## config.mk

```make
export PLATFORM = sky130hd
export DESIGN_NAME = adt7420_temp_reader
export DESIGN_NICKNAME = d
export VERILOG_FILES = /design/src/rtl/adt7420_temp_reader.sv
export SDC_FILE = /design/constraint.sdc
export NUM_CORES = 1
export LEC_CHECK = 0
export BUFFER_PORTS_ARGS = -buffer_cell sky130_fd_sc_hd__buf_4
export CORE_ASPECT_RATIO = 0.5
export CORE_UTILIZATION = 25
export CTS_CLUSTER_DIAMETER = 200
export DETAILED_ROUTE_END_ITERATION = 8
export GPL_TIMING_DRIVEN = 0
export PLACE_DENSITY = 0.43
export SYNTH_ARGS = -nofsm -noshare
export SYNTH_HDL_FRONTEND = slang
export SYNTH_SLANG_ARGS = --single-unit
```

## constraint.sdc

```tcl
create_clock -name clk -period 3.91 [get_ports clk]
set_input_delay 0.1955 -clock clk [delete_from_list [all_inputs] [get_ports clk]]
set_output_delay 0.1955 -clock clk [all_outputs]
set_load 0.05 [all_outputs]
```

## src/rtl/adt7420_temp_reader.sv

```systemverilog
// Periodic I2C master: reads the ADT7420 temperature register pair and
// presents whole degrees Celsius, clamped to 0..255, for the decimal display.
module adt7420_temp_reader #(
    parameter int         CLK_HZ        = 100_000_000,
    parameter int         I2C_HZ        = 100_000,
    parameter int         SAMPLE_CYCLES = 25_000_000,
    parameter logic [6:0] DEV_ADDR      = 7'h4B
) (
    input  logic       clk,
    input  logic       rst_n,
    output logic       scl_oe,
    output logic       sda_oe,
    input  logic       sda_i,
    output logic [7:0] temp_c,
    output logic       temp_valid,
    output logic       busy,
    output logic       ack_err
);

    localparam int QDIV = CLK_HZ / (4 * I2C_HZ);
    localparam int QW   = $clog2(QDIV + 1);
    localparam int TW   = $clog2(SAMPLE_CYCLES + 1);
    localparam logic [QW-1:0] QLAST = QW'(QDIV - 1);
    localparam logic [TW-1:0] TLAST = TW'(SAMPLE_CYCLES - 1);
    localparam logic [7:0] ADDR_W = {DEV_ADDR, 1'b0};
    localparam logic [7:0] ADDR_R = {DEV_ADDR, 1'b1};

    typedef enum logic [3:0] {
        S_IDLE, S_START, S_TX, S_ACK, S_RSTART,
        S_RX, S_MACK, S_MNACK, S_STOP, S_DONE
    } state_t;

    state_t        state;
    logic [QW-1:0] qcnt;
    logic [1:0]    q;
    logic [2:0]    bit_cnt;
    logic [2:0]    byte_idx;
    logic [TW-1:0] tcnt;
    logic          nack;
    logic          fail;
    logic          sda_s1;
    logic          sda_s2;
    logic [7:0]    tx_sh;
    logic [7:0]    rx_sh;
    logic [7:0]    msb;

    logic tick;
    logic expire;
    logic sample_pt;
    logic bit_end;

    assign tick      = (qcnt == QLAST);
    assign expire    = (tcnt == TLAST);
    assign sample_pt = tick && (q == 2'd2);
    assign bit_end   = tick && (q == 2'd3);

    // Integer part is raw[15:7] of the 13-bit reading; negatives clamp to 0.
    function automatic logic [7:0] to_celsius(input logic [8:0] whole9);
        logic signed [9:0] whole;
        whole = {whole9[8], whole9};
        if (whole < 10'sd0)
            return 8'd0;
        else if (whole > 10'sd255)
            return 8'hFF;
        else
            return whole[7:0];
    endfunction

    // SCL is released in Q2/Q3 of data bits; START/Sr/STOP shape their own bit.
    function automatic logic scl_drive(input state_t s, input logic [1:0] qq);
        case (s)
            S_TX, S_ACK, S_RX, S_MACK, S_MNACK: return (qq < 2'd2);
            S_RSTART, S_STOP:                   return (qq == 2'd0);
            default:                            return 1'b0;
        endcase
    endfunction

    function automatic logic sda_drive(input state_t s, input logic [1:0] qq,
                                       input logic tx_bit);
        case (s)
            S_START, S_RSTART: return (qq >= 2'd2);
            S_TX:              return ~tx_bit;
            S_MACK:            return 1'b1;
            S_STOP:            return (qq < 2'd2);
            default:           return 1'b0;
        endcase
    endfunction

    // Free-running sample period; expiries while busy simply pass by.
    always_ff @(posedge clk or negedge rst_n) begin
        if (!rst_n)
            tcnt <= '0;
        else if (expire)
            tcnt <= '0;
        else
            tcnt <= tcnt + 1'b1;
    end

    always_ff @(posedge clk or negedge rst_n) begin
        if (!rst_n) begin
            state      <= S_IDLE;
            qcnt       <= '0;
            q          <= '0;
            bit_cnt    <= '0;
            byte_idx   <= '0;
            nack       <= 1'b0;
            fail       <= 1'b0;
            sda_s1     <= 1'b1;
            sda_s2     <= 1'b1;
            scl_oe     <= 1'b0;
            sda_oe     <= 1'b0;
            temp_c     <= 8'd0;
            temp_valid <= 1'b0;
            busy       <= 1'b0;
            ack_err    <= 1'b0;
        end else begin
            sda_s1     <= sda_i;
            sda_s2     <= sda_s1;
            scl_oe     <= scl_drive(state, q);
            sda_oe     <= sda_drive(state, q, tx_sh[7]);
            temp_valid <= 1'b0;

            if (state == S_IDLE || state == S_DONE) begin
                qcnt <= '0;
                q    <= '0;
            end else if (tick) begin
                qcnt <= '0;
                q    <= q + 2'd1;
            end else begin
                qcnt <= qcnt + 1'b1;
            end

            case (state)
                S_IDLE: begin
                    if (expire) begin
                        state    <= S_START;
                        busy     <= 1'b1;
                        fail     <= 1'b0;
                        bit_cnt  <= '0;
                        byte_idx <= '0;
                    end
                end
                S_START, S_RSTART: begin
                    if (bit_end)
                        state <= S_TX;
                end
                S_TX: begin
                    if (bit_end) begin
                        bit_cnt <= bit_cnt + 3'd1;
                        if (bit_cnt == 3'd7)
                            state <= S_ACK;
                    end
                end
                S_ACK: begin
                    if (sample_pt)
                        nack <= sda_s2;
                    if (bit_end) begin
                        if (nack) begin
                            ack_err <= 1'b1;
                            fail    <= 1'b1;
                            state   <= S_STOP;
                        end else begin
                            byte_idx <= byte_idx + 3'd1;
                            case (byte_idx)
                                3'd0:    state <= S_TX;
                                3'd1:    state <= S_RSTART;
                                default: state <= S_RX;
                            endcase
                        end
                    end
                end
                S_RX: begin
                    if (bit_end) begin
                        bit_cnt <= bit_cnt + 3'd1;
                        if (bit_cnt == 3'd7)
                            state <= (byte_idx == 3'd3) ? S_MACK : S_MNACK;
                    end
                end
                S_MACK: begin
                    if (bit_end) begin
                        byte_idx <= byte_idx + 3'd1;
                        state    <= S_RX;
                    end
                end
                S_MNACK: begin
                    if (bit_end)
                        state <= S_STOP;
                end
                S_STOP: begin
                    if (bit_end) begin
                        if (fail) begin
                            state <= S_IDLE;
                            busy  <= 1'b0;
                        end else begin
                            state      <= S_DONE;
                            temp_c     <= to_celsius({msb, rx_sh[7]});
                            temp_valid <= 1'b1;
                            ack_err    <= 1'b0;
                        end
                    end
                end
                S_DONE: begin
                    state <= S_IDLE;
                    busy  <= 1'b0;
                end
                default: state <= S_IDLE;
            endcase
        end
    end

    // Byte shifters; loaded at the end of the bit that precedes each TX byte.
    always_ff @(posedge clk) begin
        if (tick) begin
            case (state)
                S_START:  if (q == 2'd3) tx_sh <= ADDR_W;
                S_RSTART: if (q == 2'd3) tx_sh <= ADDR_R;
                S_ACK:    if (q == 2'd3) tx_sh <= 8'h00;
                S_TX:     if (q == 2'd3) tx_sh <= {tx_sh[6:0], 1'b0};
                S_RX:     if (q == 2'd2) rx_sh <= {rx_sh[6:0], sda_s2};
                S_MACK:   if (q == 2'd3) msb <= rx_sh;
                default: ;
            endcase
        end
    end

endmodule

```

==> impl_summary.log, run 1 <==
INFO  metric ctsLongestPathBuffers = 2
INFO  metric timing.final.crit_share = 0.6930
INFO  metric std_cell_rows = 32
INFO  metric grt_first_pass_wirelength = 13,700 um
INFO  metric ys_seq_area_frac = 0.5648
INFO  metric die_height = 91.75 um
INFO  metric drv.max_cap_violation_count = 0
INFO  metric power_density = 397.0 nW/um2
INFO  metric final_common_cell = sky130_fd_sc_hd__dfrtp_1
INFO  metric die_w = 181.5 um
INFO  metric total_nets_after_synthesis = 385
INFO  metric io-pin-count = 16
INFO  metric numCtsBuffers = 9
INFO  metric worst_ep_required_time = 3.87 ns
INFO  metric drtIter0Drc = 138
INFO  metric drc = 0
INFO  metric io_buffer_count = 15
INFO  metric power.static_leakage = 0.001973 uW
INFO  metric finalNonFillerCells = 607
INFO  metric synth_cell_type_count = 52
INFO  metric fin_tns_setup = 0 ns
INFO  metric ctsResizeCount = 0
INFO  metric criticalPathCategory = reg2reg
INFO  metric max_slew.worst_pin.slew = 1.136 ns
INFO  metric ys_seq_elements = 86
INFO  metric numClockSinks = 86
INFO  metric die_area = 16,650 um2
INFO  metric layout-area-overhead-vs-synth = 17.96%
INFO  metric endpoint_kind = flip-flop
INFO  metric avgSynthCellArea = 10.89 um2
INFO  metric wl_per_cell = 13.34 um
INFO  metric timing.final.setup_violations = 0
INFO  metric timing.critical_path.arrival = 2.67 ns
INFO  metric share_seq_of_total_power = 0.489
INFO  metric timing.max_slew.rel_slack = 0.2372
INFO  metric run_status = finished, final reports clean
INFO  metric cts_post_setup_buffers_inserted = 0
INFO  metric synth_enable_flop_cells = 24
INFO  metric syn_std_cell_area = 4028 um2
INFO  metric initial_core_util = 0.2586
INFO  metric power.switching_fraction = 0.2084
INFO  metric worstHoldPathType = reg2reg
INFO  metric clock_power_share = 0.503
INFO  metric clk_pin_slew_worst_setup_hold_paths = 0.06 ns
INFO  metric cts.htree.levels = 3
INFO  metric hold_violations = 0
INFO  metric cp-startpoint = qcnt[1]
INFO  metric post_route_cells_drive_above_1_share = 0.1216
INFO  metric finalWirelength = 8098 um
INFO  metric viasPerCell = 4.484
INFO  metric filler_cell_count = 1,620
INFO  metric hold_path.startpoint = sda_s1
INFO  metric finClkSkew = 0.009776 ns
INFO  metric r2r-start = qcnt[1]
INFO  metric mostFrequentLayoutCells = sky130_fd_sc_hd__dfrtp_1 (60), sky130_fd_sc_hd__nor2_1 (36), sky130_fd_sc_hd__edfxtp_1 (24)
INFO  metric track_usage = 0.1069
INFO  metric placeableCoreArea = 15,570 um2
INFO  metric ir_drop = 0.0002124 V
INFO  metric synth_flop_cell = sky130_fd_sc_hd__dfrtp_1
INFO  metric max_freq = 369.1 MHz
INFO  metric grt_antenna_before_repair = 0
INFO  metric yosysWarnings = 0
INFO  metric dr_total_vias = 2,722
INFO  metric rsz0062_at_grt = false
INFO  metric pwr-share-comb = 0.008
INFO  metric timing.critical_path.fanout_max = 8
INFO  metric grt_max_degree = 63
INFO  metric num_antenna_cells = 0
INFO  metric tritoncts = done
INFO  metric dp.final_hpwl = 5415 um
INFO  metric cts_hold_buffers = 2
INFO  metric synth_async_sr_flop_share = 0.7209
INFO  metric globalRouteOverflowTotal = 0
INFO  metric critPathLaunchType = flip-flop
INFO  metric drt_first_pass_iters = 4
INFO  metric total_instance_count_after_detailed_placement = 589
INFO  metric power.switching = 393.2 uW
INFO  metric drv_slew = 0
INFO  metric final_net_count = 413
INFO  metric post_route_antenna_net_violation_count = 0
INFO  metric postSynthCellCount = 370
INFO  metric last_weighted_congestion_value_of_the_routability_driven_placer = 0.8283
INFO  metric internal-power = 1493 uW
INFO  metric min_period = 2.710 ns
INFO  metric number_of_global_route_vias_before_repair = 2,667
INFO  metric clock_insertion_delay_worst_skew = 0.35 ns
INFO  metric clk_root_buffer_cell = sky130_fd_sc_hd__clkbuf_16
-- power groups by stage --
stage / Clock [uW] / Combinational, uW / Sequential, uW
final: 949 / 15.5 / 922
after global routing: 1010 / 18.9 / 921
after CTS: 978 / 17.5 / 922
after detailed placement: 0 / 15.9 / 940
after global placement: 0 / 15.7 / 940
after floorplan: 0 / 0.0106 / 940
-- per-stage QoR --
stage               utilization  area, um2  power (uW)  setup WS, ns  hold slack, ns
floorplan                     -       4028       939.9         1.624         -0.1001
global placement         0.2822       4395       955.6        0.9386          0.3044
detailed placement       0.2826       4402       955.9         1.092          0.3078
CTS                      0.3050       4751        1917         1.124          0.3589
global route             0.3050       4751        1952        0.8307          0.3631
finish                   0.3050       4751        1886         1.200          0.3563
-- path summary, 6_finish.rpt --
path / end / slack [ns] / cells after the start
max: rx_sh[2] / 1.20 / 6
min: sda_s2 / 0.36 / 0
max reg2reg: rx_sh[2] / 1.20 / 6
min reg2reg: sda_s2 / 0.36 / 0
max in group asynchronous: qcnt[1] / 2.89 / 2
min in group asynchronous: tcnt[13] / 0.49 / 2
-- area by class of cell --
| cell class | count | area (um2) | share of cell area |
|---|---|---|---|
| flip-flops and latches | 86 | 2275 | 0.4788 |
| well taps | 204 | 255.2 | 0.05373 |
| inverters | 22 | 82.58 | 0.01738 |
| multi-input cells | 247 | 1608 | 0.3384 |
| plain buffers | 15 | 68.82 | 0.01449 |
| clock buffers | 9 | 225.2 | 0.04741 |
| clock inverters | 7 | 103.9 | 0.02186 |
| repair buffers | 17 | 132.6 | 0.02792 |
-- sequential cells by signal, summed over array words and instances (netlist names), 2 cells and up --
signal,count
msb,8
temp_c,8
qcnt,8
tcnt,25
bit_cnt,3
q,2
state,4
tx_sh,8
byte_idx,3
rx_sh,8
-- synth_stat cells, types with 7 or more instances --
master	number	area (um2)
sky130_fd_sc_hd__nor2_1	36	135.1
sky130_fd_sc_hd__and3_1	7	43.79
sky130_fd_sc_hd__nand2_1	20	75.07
sky130_fd_sc_hd__nand3_1	19	95.09
sky130_fd_sc_hd__xnor2_1	17	148.9
sky130_fd_sc_hd__dfrtp_1	60	1501
sky130_fd_sc_hd__o21ai_0	20	100.1
sky130_fd_sc_hd__nor3_1	13	65.06
sky130_fd_sc_hd__a21oi_1	7	35.03
sky130_fd_sc_hd__inv_1	21	78.83
sky130_fd_sc_hd__nand3b_1	9	67.56
sky130_fd_sc_hd__xor2_1	15	131.4
sky130_fd_sc_hd__edfxtp_1	24	720.7
sky130_fd_sc_hd__clkbuf_1	8	30.03
sky130_fd_sc_hd__ha_1	12	150.1
-- cell families after synthesis --
kind of cell / after synthesis / synth area share
and+or+nand+nor: 143 / 0.1898
DFF: 86 / 0.5648
AOI/OAI and AO/OA: 51 / 0.07735
buffers and inverters: 37 / 0.03759
xor gates and xnor gates: 32 / 0.06959
adders and majority gates: 12 / 0.03728
muxes: 9 / 0.02361
-- routing by layer --
layer  global-route usage  vias to the layer above  share of wire
met5                    0                        -              0
met4              0.05014                        0          0.018
met3              0.03257                        9          0.034
met2               0.1558                       44           0.43
met1               0.1442                     1315           0.52
li1                     -                     1354              -
-- critical path, stage by stage, from the launching register on --
cell and delay, ns:
sky130_fd_sc_hd__dfrtp_1 0.39, sky130_fd_sc_hd__inv_1 0.06, sky130_fd_sc_hd__ha_1 0.16, sky130_fd_sc_hd__nand2_1 0.05, sky130_fd_sc_hd__nor3_1 0.55, sky130_fd_sc_hd__nand2_1 0.18
sky130_fd_sc_hd__nor3_1 0.94
Note: power is estimated with default switching activity, not from simulation.
==> run 2, diff against run 1 <==
--- a/config.mk
+++ b/config.mk
@@ -5,13 +5,14 @@
 export SDC_FILE = /design/constraint.sdc
 export NUM_CORES = 1
 export LEC_CHECK = 0
+export ABC_AREA = 1
 export BUFFER_PORTS_ARGS = -buffer_cell sky130_fd_sc_hd__buf_4
 export CORE_ASPECT_RATIO = 0.5
 export CORE_UTILIZATION = 25
 export CTS_CLUSTER_DIAMETER = 200
 export DETAILED_ROUTE_END_ITERATION = 8
 export GPL_TIMING_DRIVEN = 0
-export PLACE_DENSITY = 0.43
+export PLACE_DENSITY = 0.44
 export SYNTH_ARGS = -nofsm -noshare
 export SYNTH_HDL_FRONTEND = slang
 export SYNTH_SLANG_ARGS = --single-unit
==> constraint.sdc (replaced) <==
create_clock -name clk -period 2.2 [get_ports clk]
set_input_delay 0.11 -clock clk [delete_from_list [all_inputs] [get_ports clk]]
set_output_delay 0.11 -clock clk [all_outputs]
set_load 0.05 [all_outputs]
==> impl_summary.log, run 2 <==
INFO  metric top_register = tcnt
INFO  metric die_height = 95.58 um (+4.2%)
INFO  metric synth_async_sr_flop_share = 0.7209 (unchanged)
INFO  metric filler_cell_count = 1,797 (+11%)
INFO  metric num_antenna_cells = 0 (unchanged)
INFO  metric largest_reg_flops = 25 (unchanged)
INFO  metric synth_enable_flop_cells = 24 (unchanged)
INFO  metric clk_pin_slew_worst_setup_hold_paths = 0.07 ns (about the same)
INFO  metric last_weighted_congestion_value_of_the_routability_driven_placer = 0.8245 (-0.46%)
INFO  metric synth_flop_cell = sky130_fd_sc_hd__dfrtp_1
INFO  metric drv.max_cap_violation_count = 0 (unchanged)
INFO  metric run_status = finished, final reports clean
INFO  metric dp.final_hpwl = 6285 um (+16%)
INFO  metric ys_seq_elements = 86 (unchanged)
INFO  metric timing.max_slew.rel_slack = 0.4488 (+0.2117)
INFO  metric drt_first_pass_iters = 4 (unchanged)
INFO  metric finalNonFillerCells = 756 (+25%)
INFO  metric die_w = 189.1 um (+4.2%)
INFO  metric endpoint_kind = flip-flop
INFO  metric worst_ep_required_time = 2.17 ns (-1.70 ns)
INFO  metric timing.final.setup_violations = 0 (unchanged)
INFO  metric final_common_cell = sky130_fd_sc_hd__nand2_1
INFO  metric yosysTopAreaCellShare = 0.3430 (-0.02983)
INFO  metric drv_slew = 0 (unchanged)
INFO  metric synth_cell_type_count = 39 (-25%)
INFO  metric total_nets_after_synthesis = 511 (+33%)
INFO  metric criticalPathCategory = reg2reg
INFO  metric grt_first_pass_wirelength = 14,850 um (+8.4%)
INFO  metric synth_largest_area_cell = sky130_fd_sc_hd__dfrtp_1
INFO  metric hold_violations = 0 (unchanged)
INFO  metric ys_seq_area_frac = 0.5196 (-0.04519)
INFO  metric cts.htree.levels = 3 (unchanged)
INFO  metric std_cell_rows = 33 (+3.1%)
INFO  metric track_usage = 0.1058 (-0.001154)
INFO  metric critPathLaunchType = flip-flop
INFO  metric timing.critical_path.fanout_max = 8 (unchanged)
INFO  metric numClockSinks = 86 (unchanged)
INFO  metric layout-area-overhead-vs-synth = 16.00%
INFO  metric most_common_library_cells_after_synthesis = sky130_fd_sc_hd__nand2_1 (126), sky130_fd_sc_hd__nor2_1 (67), sky130_fd_sc_hd__inv_1 (64), sky130_fd_sc_hd__dfrtp_1 (60)
INFO  metric timing.final.crit_share = 0.8833 (+0.1903)
INFO  metric power_density = 610.7 nW/um2 (+54%)
INFO  metric wl_per_cell = 11.51 um (-14%)
INFO  metric globalRouteOverflowTotal = 0 (unchanged)
INFO  metric die_area = 18,080 um2 (+8.6%)
INFO  metric ir_drop = 0.0003639 V (+71%)
INFO  metric syn_std_cell_area = 4378 um2 (+8.7%)
INFO  metric initial_core_util = 0.2612 (+0.002563)
INFO  metric viasPerCell = 4.085 (-8.9%)
INFO  metric post_route_antenna_net_violation_count = 0 (unchanged)
INFO  metric avgSynthCellArea = 8.827 um2 (-19%)
INFO  metric yosysWarnings = 0 (unchanged)
INFO  metric total_instance_count_after_detailed_placement = 738 (+25%)
INFO  metric mostFrequentLayoutCells = sky130_fd_sc_hd__nand2_1 (126), sky130_fd_sc_hd__nor2_1 (66), sky130_fd_sc_hd__inv_1 (64)
INFO  metric tritoncts = done
INFO  metric min_period = 1.943 ns (-0.7664 ns)
INFO  metric final_core_utilization = 0.3030 (-0.002073)
INFO  metric clock_insertion_delay_worst_skew = 0.34 ns (about the same)
INFO  metric yosys-top-cells-area = sky130_fd_sc_hd__dfrtp_1 (34%), sky130_fd_sc_hd__edfxtp_1 (16%), sky130_fd_sc_hd__nand2_1 (11%)
INFO  metric finClkSkew = 0.01164 ns (+0.001866 ns)
INFO  metric drc = 0 (unchanged)
INFO  metric postSynthCellCount = 496 (+34%)
INFO  metric ctsLongestPathBuffers = 2 (unchanged)
INFO  metric grt_max_degree = 63 (unchanged)
INFO  metric finalPower = 3102 uW (+64%)
INFO  metric number_of_global_route_vias_before_repair = 2,987 (+12%)
INFO  metric max_slew.worst_pin.slew = 0.8268 ns (-0.3088 ns)
INFO  metric power.static_leakage = 0.002307 uW (+17%)
INFO  metric register_area = 2275 um2 (unchanged)
INFO  metric numCtsBuffers = 9 (unchanged)
INFO  metric multi_input_comb_area = 1803 um2 (+12%)
INFO  metric fin_tns_setup = 0 ns (unchanged)
INFO  metric dr_total_vias = 3,088 (+13%)
INFO  metric placeableCoreArea = 16,760 um2 (+7.6%)
INFO  metric drtIter0Drc = 162 (+17%)
INFO  metric io-pin-count = 16 (unchanged)
INFO  metric io_buffer_count = 15 (unchanged)
INFO  metric finalWirelength = 8704 um (+7.5%)
INFO  metric rr_worst_depth = 6 (unchanged)
INFO  metric max_freq = 514.6 MHz (+39%)
INFO  metric post_route_cells_drive_above_1_share = 0.1777 (+0.05611)
INFO  metric clk_root_buffer_cell = sky130_fd_sc_hd__clkbuf_16
INFO  metric timing.critical_path.arrival = 1.91 ns (-0.76 ns)
INFO  metric hold-path-cell-count = 0 (unchanged)
INFO  metric final_net_count = 539 (+31%)
INFO  metric synthMostInstantiatedCell = sky130_fd_sc_hd__nand2_1
INFO  metric worstHoldPathType = reg2reg
INFO  metric rsz0062_at_grt = false
INFO  metric cts_post_setup_buffers_inserted = 0 (unchanged)
INFO  metric grt_antenna_before_repair = 0 (unchanged)
==> run 2: timing repair <==
action,4_1_cts,5_1_grt
hold buffers,2,0
endpoints found under the setup margin,0,16
resized for setup,0,2
endpoints found under the hold margin,61,0
==> run 2: kinds of logic after synthesis <==
family / share of synthesized area
AOI/OAI and AO/OA: 0.05974
and+or+nand+nor: 0.2938
adders and majority gates: 0.03429
buffers and inverters: 0.07059
xor gates and xnor gates: 0.02201
DFF: 0.5196
==> run 2: final cells by class <==
type	instances	area share
Buffer	2	0.006159
Inverter	73	0.05469
Tap cell	227	0.05593
Clock buffer	10	0.04509
Timing Repair Buffer	17	0.02611
Clock inverter	6	0.009116
Sequential cell	86	0.4479
Multi-Input combinational cell	335	0.3550
==> run 2: per-layer routing <==
| layer | part of all wire | vias up | global-route usage |
|---|---|---|---|
| li1 | - | 1625 | - |
| met4 | 0.012 | 0 | 0.03629 |
| met3 | 0.027 | 11 | 0.02760 |
| met2 | 0.45 | 28 | 0.1749 |
| met5 | 0 | - | 0 |
| met1 | 0.51 | 1424 | 0.1349 |
==> run 2: through the flow <==
stage               hold WS [ns]  cell area (um2)  setup WS [ns]
global placement          0.2182             4775        0.03213
finish                    0.3563             5079         0.2568
floorplan                -0.1856             4378         0.3902
global route              0.3636             5079        0.07860
CTS                       0.3581             5070        0.03107
detailed placement        0.2203             4775        0.03903
==> run 2: worst max-delay path, stage by stage, from the launching register on <==
cell	delay, ns
sky130_fd_sc_hd__dfrtp_1	0.41
sky130_fd_sc_hd__inv_1	0.06
sky130_fd_sc_hd__ha_1	0.15
sky130_fd_sc_hd__nand3_1	0.12
sky130_fd_sc_hd__nor2_4	0.23
sky130_fd_sc_hd__nand2_1	0.07
sky130_fd_sc_hd__nor2_1	0.52
==> run 2: path summary, 6_finish.rpt <==
kind                            startpoint        end  slack [ns]
worst max-delay path               qcnt[1]   rx_sh[4]        0.26
worst min-delay path                sda_s1     sda_s2        0.36
worst max register to register     qcnt[1]   rx_sh[4]        0.26
worst min register to register      sda_s1     sda_s2        0.36
max in group asynchronous            rst_n  temp_c[4]        1.25
min in group asynchronous            rst_n    qcnt[3]        0.42
==> run 2: power by group <==
group / switching, uW / total, uW / internal (uW) / leakage, uW
Clock: 661 / 1440 / 774 / 0.000129
Sequential: 0.638 / 1640 / 1640 / 0.00106
Combinational: 23.4 / 27.9 / 4.55 / 0.00111
Total: 685 / 3100 / 2420 / 0.00231
